--- src/rtl/tft_pkg.sv ---
// Shared definitions for the TFT display path.
//   - RGB565 colour constants (shared with the image generator)
//   - FSM state encoding for the stream reader
//   - Default 480x272 panel timing
package tft_pkg;

  localparam logic [15:0] BLACK   = 16'h0000;
  localparam logic [15:0] BLUE    = 16'h001F;
  localparam logic [15:0] GREEN   = 16'h07E0;
  localparam logic [15:0] CYAN    = 16'h07FF;
  localparam logic [15:0] RED     = 16'hF800;
  localparam logic [15:0] MAGENTA = 16'hF81F;
  localparam logic [15:0] YELLOW  = 16'hFFE0;
  localparam logic [15:0] WHITE   = 16'hFFFF;

  typedef enum logic {
    IDLE = 1'b0,
    RUN  = 1'b1
  } state_t;

  localparam int unsigned DEF_H_SYNC   = 41;
  localparam int unsigned DEF_H_BACK   = 2;
  localparam int unsigned DEF_H_ACTIVE = 480;
  localparam int unsigned DEF_H_FRONT  = 2;
  localparam int unsigned DEF_V_SYNC   = 10;
  localparam int unsigned DEF_V_BACK   = 2;
  localparam int unsigned DEF_V_ACTIVE = 272;
  localparam int unsigned DEF_V_FRONT  = 2;

endpackage

--- src/rtl/tft_stream_reader_timing.sv ---
// tft_timing_gen: free-running TFT raster counters with raw decode.
// Ports:
//   clk, rst      pixel clock, synchronous active-high reset
//   hs_raw        low while h_cnt < H_SYNC
//   vs_raw        low while v_cnt < V_SYNC
//   active        inside the visible window
//   frame_start   h_cnt == 0 and v_cnt == 0
//   frame_end     h_cnt == H_TOTAL-1 and v_cnt == V_TOTAL-1
//   last_pixel    last visible column of the last visible line
module tft_timing_gen
  import tft_pkg::*;
#(
  parameter int unsigned H_SYNC   = DEF_H_SYNC,
  parameter int unsigned H_BACK   = DEF_H_BACK,
  parameter int unsigned H_ACTIVE = DEF_H_ACTIVE,
  parameter int unsigned H_FRONT  = DEF_H_FRONT,
  parameter int unsigned V_SYNC   = DEF_V_SYNC,
  parameter int unsigned V_BACK   = DEF_V_BACK,
  parameter int unsigned V_ACTIVE = DEF_V_ACTIVE,
  parameter int unsigned V_FRONT  = DEF_V_FRONT
) (
  input  logic clk,
  input  logic rst,
  output logic hs_raw,
  output logic vs_raw,
  output logic active,
  output logic frame_start,
  output logic frame_end,
  output logic last_pixel
);

  localparam int unsigned H_TOTAL = H_SYNC + H_BACK + H_ACTIVE + H_FRONT;
  localparam int unsigned V_TOTAL = V_SYNC + V_BACK + V_ACTIVE + V_FRONT;
  localparam int unsigned H_W     = $clog2(H_TOTAL);
  localparam int unsigned V_W     = $clog2(V_TOTAL);

  // Inclusive bounds keep every constant representable in the counter width.
  localparam logic [H_W-1:0] H_LAST      = H_W'(H_TOTAL - 1);
  localparam logic [V_W-1:0] V_LAST      = V_W'(V_TOTAL - 1);
  localparam logic [H_W-1:0] H_SYNC_END  = H_W'(H_SYNC);
  localparam logic [V_W-1:0] V_SYNC_END  = V_W'(V_SYNC);
  localparam logic [H_W-1:0] H_ACT_FIRST = H_W'(H_SYNC + H_BACK);
  localparam logic [H_W-1:0] H_ACT_LAST  = H_W'(H_SYNC + H_BACK + H_ACTIVE - 1);
  localparam logic [V_W-1:0] V_ACT_FIRST = V_W'(V_SYNC + V_BACK);
  localparam logic [V_W-1:0] V_ACT_LAST  = V_W'(V_SYNC + V_BACK + V_ACTIVE - 1);

  logic [H_W-1:0] h_cnt;
  logic [V_W-1:0] v_cnt;

  always_ff @(posedge clk) begin
    if (rst) begin
      h_cnt <= '0;
      v_cnt <= '0;
    end else if (h_cnt == H_LAST) begin
      h_cnt <= '0;
      v_cnt <= (v_cnt == V_LAST) ? '0 : v_cnt + 1'b1;
    end else begin
      h_cnt <= h_cnt + 1'b1;
    end
  end

  always_comb begin
    hs_raw      = (h_cnt >= H_SYNC_END);
    vs_raw      = (v_cnt >= V_SYNC_END);
    active      = (h_cnt >= H_ACT_FIRST) && (h_cnt <= H_ACT_LAST) &&
                  (v_cnt >= V_ACT_FIRST) && (v_cnt <= V_ACT_LAST);
    frame_start = (h_cnt == '0) && (v_cnt == '0);
    frame_end   = (h_cnt == H_LAST) && (v_cnt == V_LAST);
    last_pixel  = (h_cnt == H_ACT_LAST) && (v_cnt == V_ACT_LAST);
  end

endmodule

--- src/rtl/tft_stream_reader.sv ---
// tft_stream_reader: reads RGB565 pixels from the frame-buffer read FIFO
// and drives a TFT panel with registered hsync/vsync/de/rgb.
// Optional build macro: TFT_UNDERFLOW_CNT_EN adds underflow_cnt[15:0].
// Ports:
//   clk, rst      pixel clock, synchronous active-high reset
//   data_en       buffer holds valid image data (level)
//   fifo_empty    read FIFO empty flag
//   data_in       FIFO read data, valid the cycle after data_req
//   data_req      FIFO read strobe
//   tft_hs/vs     active-low syncs, tft_de active-high, tft_rgb pixel
//   frame_done    pulse after the last active pixel of an enabled frame
//   underflow     sticky: a request met an empty FIFO
module tft_stream_reader
  import tft_pkg::*;
#(
  parameter int unsigned H_SYNC   = DEF_H_SYNC,
  parameter int unsigned H_BACK   = DEF_H_BACK,
  parameter int unsigned H_ACTIVE = DEF_H_ACTIVE,
  parameter int unsigned H_FRONT  = DEF_H_FRONT,
  parameter int unsigned V_SYNC   = DEF_V_SYNC,
  parameter int unsigned V_BACK   = DEF_V_BACK,
  parameter int unsigned V_ACTIVE = DEF_V_ACTIVE,
  parameter int unsigned V_FRONT  = DEF_V_FRONT
) (
  input  logic        clk,
  input  logic        rst,
  input  logic        data_en,
  input  logic        fifo_empty,
  input  logic [15:0] data_in,
  output logic        data_req,
  output logic        tft_hs,
  output logic        tft_vs,
  output logic        tft_de,
  output logic [15:0] tft_rgb,
  output logic        frame_done,
  output logic        underflow
`ifdef TFT_UNDERFLOW_CNT_EN
  ,
  output logic [15:0] underflow_cnt
`endif
);

  state_t state, state_next;

  logic hs_raw, vs_raw, active, frame_start, frame_end, last_pixel;
  logic req_d1, req_d2, empty_d1;
  logic hs_d1, vs_d1;
  logic last_d1, last_d2;

  tft_timing_gen #(
    .H_SYNC   (H_SYNC),
    .H_BACK   (H_BACK),
    .H_ACTIVE (H_ACTIVE),
    .H_FRONT  (H_FRONT),
    .V_SYNC   (V_SYNC),
    .V_BACK   (V_BACK),
    .V_ACTIVE (V_ACTIVE),
    .V_FRONT  (V_FRONT)
  ) u_timing (
    .clk         (clk),
    .rst         (rst),
    .hs_raw      (hs_raw),
    .vs_raw      (vs_raw),
    .active      (active),
    .frame_start (frame_start),
    .frame_end   (frame_end),
    .last_pixel  (last_pixel)
  );

  always_ff @(posedge clk) begin
    if (rst) state <= IDLE;
    else     state <= state_next;
  end

  // Frames only start and stop on the raster wrap; data_en is ignored mid-frame.
  always_comb begin
    state_next = state;
    unique case (state)
      IDLE: if (data_en && frame_start) state_next = RUN;
      RUN:  if (frame_end && !data_en)  state_next = IDLE;
      default: state_next = IDLE;
    endcase
  end

  always_comb begin
    data_req = (state == RUN) && active;
  end

  // Two-stage panel pipeline: stage 1 waits for FIFO read data, stage 2 drives pins.
  always_ff @(posedge clk) begin
    if (rst) begin
      req_d1     <= 1'b0;
      req_d2     <= 1'b0;
      empty_d1   <= 1'b0;
      hs_d1      <= 1'b1;
      vs_d1      <= 1'b1;
      last_d1    <= 1'b0;
      last_d2    <= 1'b0;
      tft_hs     <= 1'b1;
      tft_vs     <= 1'b1;
      tft_rgb    <= BLACK;
      frame_done <= 1'b0;
    end else begin
      req_d1     <= data_req;
      req_d2     <= req_d1;
      empty_d1   <= fifo_empty;
      hs_d1      <= hs_raw;
      vs_d1      <= vs_raw;
      last_d1    <= data_req && last_pixel;
      last_d2    <= last_d1;
      tft_hs     <= hs_d1;
      tft_vs     <= vs_d1;
      tft_rgb    <= (req_d1 && !empty_d1) ? data_in : BLACK;
      frame_done <= last_d2;
    end
  end

  always_comb begin
    tft_de = req_d2;
  end

  always_ff @(posedge clk) begin
    if (rst)                          underflow <= 1'b0;
    else if (data_req && fifo_empty)  underflow <= 1'b1;
  end

`ifdef TFT_UNDERFLOW_CNT_EN
  always_ff @(posedge clk) begin
    if (rst)
      underflow_cnt <= '0;
    else if (data_req && fifo_empty && (underflow_cnt != 16'hFFFF))
      underflow_cnt <= underflow_cnt + 16'd1;
  end
`endif

endmodule
--- config.mk ---
export PLATFORM = sky130hd
export DESIGN_NAME = tft_stream_reader
export DESIGN_NICKNAME = d
export VERILOG_FILES = /design/src/rtl/tft_pkg.sv /design/src/rtl/tft_stream_reader_timing.sv /design/src/rtl/tft_stream_reader.sv
export SDC_FILE = /design/constraint.sdc
export NUM_CORES = 1
export LEC_CHECK = 0
export CORE_ASPECT_RATIO = 0.8
export CORE_UTILIZATION = 53
export DETAILED_ROUTE_END_ITERATION = 16
export GPL_ROUTABILITY_DRIVEN = 0
export GPL_TIMING_DRIVEN = 0
export PLACE_DENSITY = 0.83
export RECOVER_POWER = 50
export SKIP_LAST_GASP = 1
export SYNTH_ARGS = -nofsm -noshare
export SYNTH_HDL_FRONTEND = slang
export SYNTH_SLANG_ARGS = --single-unit
--- constraint.sdc ---
create_clock -name clk -period 4.6 [get_ports clk]
set_clock_uncertainty 0.15 [all_clocks]
set_input_delay 1.38 -clock clk [delete_from_list [all_inputs] [get_ports clk]]
set_output_delay 1.38 -clock clk [all_outputs]
set_load 0.01 [all_outputs]
==> summary.md <==
| Metric | Value |
|---|---|
| CP Class | reg2out |
| Reg2reg path depth | 6 |
| CP required | 3070 ps |
| Via count | 1,591 |
| Placed cell area | 2400 um2 |
| Crit Reg-Reg Endpoint | u_timing.v_cnt[0] |
| Final Max Slew Viols | 0 |
| Area growth syn-to-layout | 28.8% |
| PD cells | just over 300 nW/um2 |
| CP startpoint kind | flop |
| Worst slew pin tran | about 660 ps |
| Ys Warns | 0 |
| Unique cell type count in the Yosys netlist | 37 |
| Fin crit period | between 4000 and 5000 ps |
| Hold crit path type | reg2reg |
| Inserted Clock Buffers | 5 |
| Hold EP | tft_hs |
| I/O Pins | 42 |
| H-tree Lvls | 2 |
| Core box area | roughly 3500 um2 |
| HPWL after DPL | 2890 um |
| Share of power burned in registers | 0.550 |
| P_sw | 0.000158 W |
| Cell row count | 19 |
| Drt total wl | 3920 um |
| Avg Cell Area, Syn | 9.08 um2 |
| GRT Overall Usage | 0.221 |
| Seq/Total Area, Yosys | 0.486 |
| Post-CTS Setup Repair Bufs | 0 |
| Hold buffer count at cts | 0 |
| Port bufs | 41 |
| Fin area | 2490 um2 |
| Die area | just under 4000 um2 |
| Share of layout cells above drive strength 1 | 0.0458 |
| Syn Nets | 241 |
| Final Setup Violations | 0 |
| Cell-internal power | 0.000598 W |
| CTS clk-pin slew, worst paths | 90 ps |
| Max Fclk | 0.248 GHz |
| Cells after Synth | 213 |
| Seq cells post-synth | 47 |
| Cell count of the worst hold path | 1 |
| Die X-Extent | about 70 um |
| Worst vdd ir | 0.200 mV |
| CP max-delay cell | clkdlybuf4s50_1 |
| Initial antenna violation count | 0 |
| Hold_sp | hs_d1 |
| Gr ovfl total | 0 |
| Hold Vio Cnt, Final | 0 |
| Drt first-iter violations | 94 |
| Slew headroom | 0.559 |
| Combinational share of power | 0.055 |
| Largest net degree at the start of global routing | 16 |
| Critical Path Max Stage Delay | slightly below 600 ps |
| Die H | between 50 and 60 um |
| Vias in the first global route | 1,465 |
| Mapped cell area | 1930 um2 |
| Pleak | 0.906 nW |
| Critical path peak fanout | 10 |
| Final #Nets | 289 |
| Clock power frac | 0.395 |
| Remaining antenna violation count after routing | 0 |
| Crit path DAT | 2500 ps |
| Outcome | complete, no violations |
| Clock Root Buffer | clkbuf_8 |
| Max-Cap Viols | 0 |
| Sw frac | 0.209 |
| Clock Path Buffers | 2 |
| Worst setup EP type | output pin |
| Fin crit share | 0.877 |
| Critical R2R Launch | u_timing.h_cnt[7] |
| Clock sinks | 47 |
| CTS resizes | 0 |
| WL/cell | 12.9 um |
| First-pass GRT wire length | 6750 um |
| CTS tree | built |
| Worst-Skew Late Latency | 300 ps |
| Unrepaired setup endpoints after global routing | false |
| Cells along the critical path | clkbuf_1 > or3b_2 > nor2_1 > o2bb2ai_1 > nor3_1 > clkdlybuf4s50_1 |
| TritonRoute pass-1 iters | 4 |
| # DRC | 0 |
| Setup TNS | 0 ps |
| Antenna fix cells | 0 |
| R2r setup slk | 1880 ps |
| Vias/cell | 5.23 |
| Initial Util | 0.557 |
## cell usage after synthesis (all sizes together)
| library cell | n | share of area |
|---|---|---|
| a211o | 1 | 0.0045 |
| a21boi | 1 | 0.0039 |
| a21oi | 8 | 0.021 |
| a41oi | 1 | 0.0045 |
| and2 | 16 | 0.052 |
| and3 | 1 | 0.0032 |
| buf | 3 | 0.011 |
| clkbuf | 9 | 0.018 |
| dfxtp | 47 | 0.49 |
| ha | 8 | 0.052 |
| inv | 10 | 0.019 |
| nand2 | 12 | 0.023 |
| nand2b | 2 | 0.0065 |
| nand3 | 8 | 0.021 |
| nand3b | 1 | 0.0039 |
| nand4 | 7 | 0.023 |
| nand4bb | 1 | 0.0058 |
| nor2 | 20 | 0.039 |
| nor2b | 6 | 0.019 |
| nor3 | 7 | 0.018 |
| nor4 | 7 | 0.023 |
| o211ai | 1 | 0.0039 |
| o21ai | 7 | 0.018 |
| o21bai | 1 | 0.0058 |
| o2bb2ai | 2 | 0.0091 |
| o31ai | 1 | 0.0039 |
| o41ai | 2 | 0.0091 |
| or2 | 2 | 0.0065 |
| or2b | 1 | 0.0039 |
| or3 | 6 | 0.019 |
| or3b | 1 | 0.0045 |
| or4 | 3 | 0.014 |
| xnor2 | 9 | 0.041 |
| xor2 | 1 | 0.0045 |
## stage by stage
step / util / setup WS (ps) / hold slack, ps / total power, W / std cells
floorplan: - / 1510 / 239 / 0.000443 / 213
global placement: 0.691 / 949 / 241 / 0.000465 / 296
detailed placement: 0.691 / 908 / 247 / 0.000467 / 296
CTS: 0.723 / 567 / 270 / 0.000762 / 304
global route: 0.718 / 445 / 293 / 0.000789 / 304
finish: 0.718 / 565 / 268 / 0.000755 / 304
## worst max-delay path, delay by kind of cell, from the launching register on
kind / cells / cell delay, ps
DFF: 1 / 310
and+or+nand+nor: 3 / 860
AOI/OAI and AO/OA: 1 / 120
buffers and inverters: 2 / 920
## routing by layer
metal | GRT usage | wire length [um] | vias to the layer above
li1 | - | - | 820
met1 | 0.296 | 1940 | 723
met2 | 0.350 | 1780 | 43
met3 | 0.0707 | 159 | 5
met4 | 0.0525 | 34 | 0
met5 | 0 | 0 | -
## cell families after synthesis
logic type / Yosys count / synth area share
xor gates and xnor gates: 10 / 0.0453
and+or+nand+nor: 101 / 0.285
DFF: 47 / 0.486
AOI/OAI and AO/OA: 25 / 0.0834
buffers and inverters: 22 / 0.0485
adders and majority gates: 8 / 0.0517
## power by group through the flow
stage | logic (W) | registers [W] | clock network, W
after floorplan | 0.0000184 | 0.000425 | 0
after global placement | 0.0000407 | 0.000425 | 0
after detailed placement | 0.0000416 | 0.000425 | 0
after CTS | 0.0000422 | 0.000415 | 0.000304
after global routing | 0.0000459 | 0.000416 | 0.000326
final | 0.0000414 | 0.000416 | 0.000298
## how the worst max path moves through the flow
stage | slack [ps] | cells past startpoint | endpoint | start
3_3_place_gp | 950 | 6 | data_req | u_timing.h_cnt[3]
3_5_place_dp | 910 | 6 | data_req | u_timing.h_cnt[3]
4_1_cts | 570 | 6 | data_req | u_timing.h_cnt[3]
6_report | 570 | 6 | data_req | u_timing.h_cnt[3]
5_1_grt | 450 | 6 | data_req | u_timing.h_cnt[3]
2_1_floorplan | 1510 | 5 | data_req | u_timing.h_cnt[3]
## cell usage in the layout, fill, tap and decap left out, drive strengths merged, types with 7 or more instances in the layout
cell,synthesis,routed
o21ai,7,7
inv,10,10
nor3,7,7
dfxtp,47,47
nand2,12,12
and2,16,16
clkbuf,9,17
xnor2,9,9
a21oi,8,8
nand3,8,8
ha,8,8
nand4,7,7
nor4,7,7
clkdlybuf4s50,0,40
nor2,20,20
## registers in the layout (all words and copies together) (netlist names)
name,cells
tft_vs,1
last_d1,1
vs_d1,1
req_d1,1
frame_done,1
last_d2,1
u_timing.v_cnt,9
hs_d1,1
tft_rgb,16
tft_de,1
empty_d1,1
underflow,1
tft_hs,1
state,1
u_timing.h_cnt,10
## layout make-up
type	count	area, um2
multi-input combinational	144	892
fill	265	978
clock inverter	3	43.8
tap	42	52.6
sequential	47	941
inverter	10	37.5
clock buffer	5	68.8
buffer	12	46.3
timing repair buffer	41	410
Power figures use the tool's default switching activity.
